## config.mk

```make
export PLATFORM = sky130hd
export DESIGN_NAME = bias_relu_pool
export DESIGN_NICKNAME = d
export VERILOG_FILES = /design/src/rtl/cnn_pkg.sv /design/src/rtl/pool_line_buf.sv /design/src/rtl/bias_relu_pool.sv
export SDC_FILE = /design/constraint.sdc
export NUM_CORES = 1
export LEC_CHECK = 0
export CORE_MARGIN = 1
export CORE_UTILIZATION = 53
export CTS_CLUSTER_DIAMETER = 120
export CTS_CLUSTER_SIZE = 10
export DETAILED_ROUTE_END_ITERATION = 6
export GPL_TIMING_DRIVEN = 0
export PLACE_DENSITY = 0.77
export REMOVE_ABC_BUFFERS = 1
export SKIP_CTS_REPAIR_TIMING = 1
export SLEW_MARGIN = 0
export SYNTH_ARGS = -nofsm -noshare
export SYNTH_HDL_FRONTEND = slang
export SYNTH_HIERARCHICAL = 1
export SYNTH_SLANG_ARGS = --single-unit
```

## constraint.sdc

```tcl
create_clock -name clk -period 3.8 [get_ports clk]
set_input_delay 0.57 -clock clk [delete_from_list [all_inputs] [get_ports clk]]
set_output_delay 0.57 -clock clk [all_outputs]
set_load 0.05 [all_outputs]
```

## src/rtl/cnn_pkg.sv

```systemverilog
// Shared constants and the output saturation helper for the CNN back-end blocks.
package cnn_pkg;

    localparam int W2        = 27;
    localparam int OW        = 8;
    localparam int SHIFT     = 8;
    localparam int IMG_W_DEF = 24;
    localparam int IMG_H_DEF = 24;

    // Clamp a requantized value into [0, 2^ow-1]; negative values become 0.
    function automatic longint sat_ow(input longint v, input int ow);
        longint max_v;
        max_v = (64'sd1 <<< ow) - 64'sd1;
        if (v < 64'sd0) begin
            return 64'sd0;
        end else if (v > max_v) begin
            return max_v;
        end else begin
            return v;
        end
    endfunction

endpackage

```

## src/rtl/pool_line_buf.sv

```systemverilog
// One-row buffer of horizontal pooling maxima: single write port, async read, no reset.
module pool_line_buf #(
    parameter int DEPTH = 12,
    parameter int OW    = 8,
    parameter int AW    = (DEPTH > 1) ? $clog2(DEPTH) : 1
) (
    input  logic          clk,
    input  logic          we,
    input  logic [AW-1:0] waddr,
    input  logic [OW-1:0] wdata,
    input  logic [AW-1:0] raddr,
    output logic [OW-1:0] rdata
);

    logic [OW-1:0] mem_r [DEPTH];

    // Write port.
    always_ff @(posedge clk) begin
        if (we) begin
            mem_r[waddr] <= wdata;
        end
    end

    assign rdata = mem_r[raddr];

endmodule

```

## src/rtl/bias_relu_pool.sv

```systemverilog
// Bias add, ReLU, requantize and 2x2 max-pool of a raster-ordered feature map.
module bias_relu_pool
    import cnn_pkg::*;
#(
    parameter int W2    = cnn_pkg::W2,
    parameter int IMG_W = cnn_pkg::IMG_W_DEF,
    parameter int IMG_H = cnn_pkg::IMG_H_DEF,
    parameter int SHIFT = cnn_pkg::SHIFT,
    parameter int OW    = cnn_pkg::OW,
    parameter int AW    = ((IMG_W * IMG_H / 4) > 1) ? $clog2(IMG_W * IMG_H / 4) : 1
) (
    input  logic                 clk,
    input  logic                 rst_n,
    input  logic                 frame_start,
    input  logic signed [W2-1:0] bias,
    input  logic                 in_valid,
    input  logic signed [W2-1:0] in_sum,
    output logic                 out_valid,
    output logic [OW-1:0]        out_data,
    output logic [AW-1:0]        out_addr,
    output logic                 frame_done
);

    localparam int CW   = (IMG_W > 1) ? $clog2(IMG_W) : 1;
    localparam int RW   = (IMG_H > 1) ? $clog2(IMG_H) : 1;
    localparam int LBD  = IMG_W / 2;
    localparam int LBAW = (LBD > 1) ? $clog2(LBD) : 1;

    if (((IMG_W % 2) != 0) || ((IMG_H % 2) != 0)) begin : g_bad_dims
        $error("bias_relu_pool: IMG_W and IMG_H must be even");
    end

    logic signed [W2-1:0] bias_r;
    logic signed [W2-1:0] bias_eff_s;
    logic signed [W2:0]   sum_s;
    logic signed [W2:0]   shifted_s;
    logic [OW-1:0]        q_next_s;
    logic [OW-1:0]        q_r;
    logic                 s1_valid_r;
    logic [CW-1:0]        col_r;
    logic [RW-1:0]        row_r;
    logic [OW-1:0]        hold_r;
    logic                 pool_en_s;
    logic                 lb_we_s;
    logic [LBAW-1:0]      lb_addr_s;
    logic [OW-1:0]        lb_rdata_s;
    logic [OW-1:0]        pair_max_s;
    logic [OW-1:0]        quad_max_s;
    logic [AW-1:0]        addr_s;
    logic                 last_s;

    // Stage-1 arithmetic; a frame_start sample already uses the incoming bias.
    always_comb begin
        bias_eff_s = bias_r;
        if (frame_start) begin
            bias_eff_s = bias;
        end else begin
            bias_eff_s = bias_r;
        end
        sum_s     = $signed({bias_eff_s[W2-1], bias_eff_s}) + $signed({in_sum[W2-1], in_sum});
        shifted_s = sum_s >>> SHIFT;
        q_next_s  = OW'(sat_ow(longint'(shifted_s), OW));
    end

    // Stage-1 register and bias latch.
    always_ff @(posedge clk or negedge rst_n) begin
        if (!rst_n) begin
            bias_r     <= '0;
            q_r        <= '0;
            s1_valid_r <= 1'b0;
        end else begin
            s1_valid_r <= in_valid;
            if (frame_start) begin
                bias_r <= bias;
            end
            if (in_valid) begin
                q_r <= q_next_s;
            end
        end
    end

    // A stage-1 pixel left over from an abandoned frame is dropped on frame_start.
    always_comb begin
        pool_en_s  = s1_valid_r && !frame_start;
        lb_we_s    = pool_en_s && !row_r[0] && col_r[0];
        lb_addr_s  = LBAW'(col_r >> 1);
        pair_max_s = (hold_r > q_r) ? hold_r : q_r;
        quad_max_s = (lb_rdata_s > pair_max_s) ? lb_rdata_s : pair_max_s;
        addr_s     = AW'(((32'(row_r) >> 1) * 32'(IMG_W / 2)) + (32'(col_r) >> 1));
        last_s     = (col_r == CW'(IMG_W - 1)) && (row_r == RW'(IMG_H - 1));
    end

    // Raster position of the stage-1 pixel.
    always_ff @(posedge clk or negedge rst_n) begin
        if (!rst_n) begin
            col_r <= '0;
            row_r <= '0;
        end else if (frame_start) begin
            col_r <= '0;
            row_r <= '0;
        end else if (s1_valid_r) begin
            if (col_r == CW'(IMG_W - 1)) begin
                col_r <= '0;
                row_r <= (row_r == RW'(IMG_H - 1)) ? '0 : row_r + RW'(1);
            end else begin
                col_r <= col_r + CW'(1);
            end
        end
    end

    // Horizontal pair hold and pooled output register.
    always_ff @(posedge clk or negedge rst_n) begin
        if (!rst_n) begin
            hold_r     <= '0;
            out_valid  <= 1'b0;
            out_data   <= '0;
            out_addr   <= '0;
            frame_done <= 1'b0;
        end else begin
            out_valid  <= 1'b0;
            frame_done <= 1'b0;
            if (pool_en_s && !col_r[0]) begin
                hold_r <= q_r;
            end
            if (pool_en_s && row_r[0] && col_r[0]) begin
                out_valid  <= 1'b1;
                out_data   <= quad_max_s;
                out_addr   <= addr_s;
                frame_done <= last_s;
            end
        end
    end

    pool_line_buf #(
        .DEPTH (LBD),
        .OW    (OW),
        .AW    (LBAW)
    ) u_line_buf (
        .clk   (clk),
        .we    (lb_we_s),
        .waddr (lb_addr_s),
        .wdata (pair_max_s),
        .raddr (lb_addr_s),
        .rdata (lb_rdata_s)
    );

endmodule

```

==> flow_summary_export.csv <==
group,metric,value,unit
sta,hold_viol_final,0,
sta,fin_skew,11.7,ps
placed_design,gp_congestion,0.885,
yosys,yosysWarnings,6,
die,initial_core_util,0.548,
detailed_routing,first_iter_violations,481,
detailed_routing,drtAntennaViolNets,0,
setup_path,cp-start-kind,"flip-flop",
clocking,clock_path_buffers,2,
global_routing,grt_usage,0.225,
detailed_routing,dr.pass1.iters,5,
yosys,synth_edf_count,96,
clocking,clkTransAtPathRegs,60,ps
yosys,async_reset_ff_frac,0.429,
setup_path,critPathKind,"reg2reg",
setup_path,crit_chain,"inv_1 > ha_1 > nor2b_1 > o21a_1 > o21a_1 > o21a_1 > o21bai_1 > a22o_4 > mux2_4 > inv_2 > ha_4 > nor2b_4 > o21a_1 > o21ai_1 > nand2b_1 > a21oi_2 > o21ai_2 > o21ai_4 > mux2i_1 > o21ai_1",
clocking,htree_levels,4,
placed_design,dp_hpwl,12700,um
die,fp.dieH,131,um
yosys,synth.area.top_cells,"edfxtp_1 33%, dfrtp_1 20%, ha_1 7.3%",
sta,fin_crit_sh,0.985,
setup_path,max_stage_delay,400,ps
yosys,ys_seq_area_frac,0.532,
global_routing,grt_pass1_vias,6037,
die,rows,46,
yosys,yosys-top-cells-count,"96 x edfxtp_1, 72 x dfrtp_1, 58 x nand2_1",
pwr,pwr_density_cell,537,nW/um^2
global_routing,grt_pass1_wl,29300,um
placed_design,buffer_ports.inserted,75,
global_routing,antenna_found_initial,0,
hold_path,hp-class,"in2async",
finish,nFillCells,1143,
global_routing,grt_overflow,0,
finish,layout.nets,906,
finish,layout.cells.non_filler,1024,
finish,fin_util,0.655,
clocking,cts_buffers,17,
sta,worst_pin_slew,1270,ps
global_routing,grt_max_degree,73,
pwr,peakVddDrop,0.373,mV
sta,drv_slew,0,
sta,rsz0062_at_grt,"yes",
clocking,cts_root_buf,"clkbuf_16",
placed_design,dp.cells,979,
sta,setup_viol,0,
detailed_routing,wl_per_cell,17.9,um
setup_path,crit_arrival,4010,ps
clocking,clk_latency,430,ps
die,die-area,17100,um^2
finish,area_delta_synth_final,19.5,%
status,status,"finished clean",
die,core,16100,um^2
yosys,netlist_area,8800,um^2
setup_path,path_common_cell,"o21a_1",
setup_path,worstPathRequired,4070,ps
finish,fin_area,10500,um^2
finish,multi_input_area,4050,um^2
yosys,synth.most_common_cell,"edfxtp_1",
placed_design,pre_cts_ws,-768,ps
finish,ff_latch_area,4690,um^2
finish,drive_gt1_frac,0.166,
setup_path,path_max_fanout,8,
yosys,synth.avg_cell_area,12.3,um^2
die,ios,76,
detailed_routing,drt-vias-per-instance,5.85,
yosys,synth_top_cell_area_share,0.328,
sta,fin_crit,3740,ps
sta,layout_setup_ws,55.6,ps
pwr,power_leakage,4.10,nW
sta,max_freq,267,MHz
yosys,yosys_register_bits,168,
die,dieWidth,131,um
clocking,cts_tree,"done",
yosys,synthCells,715,
finish,antennaDiodeCount,0,
detailed_routing,drc,0,
sta,whs,274,ps
detailed_routing,vias,5995,
yosys,synth_top_cell_by_area,"edfxtp_1",
placed_design,dpl_cell_area,9690,um^2
setup_path,endpoint_kind,"flip-flop",
yosys,synth_cell_types,65,
job,cap_violations,0,
yosys,synthFlopType,"edfxtp_1",
detailed_routing,totalWireLength,18300,um
sta,slew_headroom,0.147,
setup_path,cp_slowest_cell,"dfrtp_1",
clocking,clock_sinks,168,
where the power goes:
group | leakage [nW] | total (mW) | internal, mW | switching [mW]
sequential | 1.76 | 2.33 | 2.25 | 0.0820
clock | 0.262 | 1.61 | 0.925 | 0.687
combinational | 2.08 | 1.71 | 0.754 | 0.952
flip-flops by register name (all words and copies together), names as in the netlist:
| name | flops |
|---|---|
| u_line_buf/mem_r | 96 |
| out_valid | 1 |
| out_addr | 8 |
| q_r | 8 |
| frame_done | 1 |
| row_r | 5 |
| col_r | 5 |
| s1_valid_r | 1 |
| out_data | 8 |
| bias_r | 27 |
| hold_r | 8 |
kinds of logic after synthesis:
kind of cell	Yosys count	synth area share
adders and majority gates	53	0.0771
AOI/OAI and AO/OA	149	0.116
xor gates and xnor gates	20	0.0199
DFF	168	0.532
and+or+nand+nor	187	0.101
muxes	85	0.127
buffers and inverters	53	0.0265
critical path, delay by kind of cell, from the launching register on:
kind,cells,cell delay [ps]
AOI/OAI and AO/OA,11,1570
muxes,2,610
DFF,1,400
adders and majority gates,2,510
buffers and inverters,2,150
and+or+nand+nor,3,340
area by class of cell:
type / count / area share
inverter: 25 / 0.00892
clock inverter: 9 / 0.00892
sequential: 168 / 0.446
tap: 216 / 0.0257
timing repair buffer: 88 / 0.0821
clock buffer: 23 / 0.0436
multi-input combinational: 495 / 0.385
through the flow:
step / setup TNS (ps) / power, mW
2_1_floorplan: -3220 / 3.36
5_1_grt: -1180 / 5.94
4_1_cts: -8090 / 5.42
3_5_place_dp: -11400 / 3.80
6_report: 0 / 5.65
3_3_place_gp: -53440 / 3.71
metal layers:
layer | vias to the layer above | wire [um] | track usage
met2 | 167 | 9820 | 0.410
met1 | 2941 | 7490 | 0.266
met4 | 0 | 300 | 0.0886
met3 | 31 | 689 | 0.0371
li1 | 2856 | - | -
met5 | - | 0 | 0
layout by cell type, fill, tap and decap left out, types with 24 or more instances in the layout:
master and instances:
ha_1 45, clkdlybuf4s50_1 73, edfxtp_1 96, a21oi_1 37, nand2_1 57, dfrtp_1 71, nor2_1 48, mux2_2 39
inv_1 24, mux2i_1 27
final timing paths:
kind / startpoint / endpoint / slack [ps] / cells after the start
max in group asynchronous: rst_n / col_r[1]$_DFFE_PN0P_ / 2840 / 1
worst min register to register: out_addr[1]$_DFFE_PN0P_ / out_addr[1]$_DFFE_PN0P_ / 470 / 2
worst max-delay path: q_r[1]$_DFFE_PN0P_ / out_data[1]$_DFFE_PN0P_ / 60 / 20
min in group clk: out_addr[1]$_DFFE_PN0P_ / out_addr[1]$_DFFE_PN0P_ / 470 / 2
worst min-delay path: rst_n / out_addr[5]$_DFFE_PN0P_ / 270 / 1
worst max register to register: q_r[1]$_DFFE_PN0P_ / out_data[1]$_DFFE_PN0P_ / 60 / 20
Power figures use the tool's default switching activity.
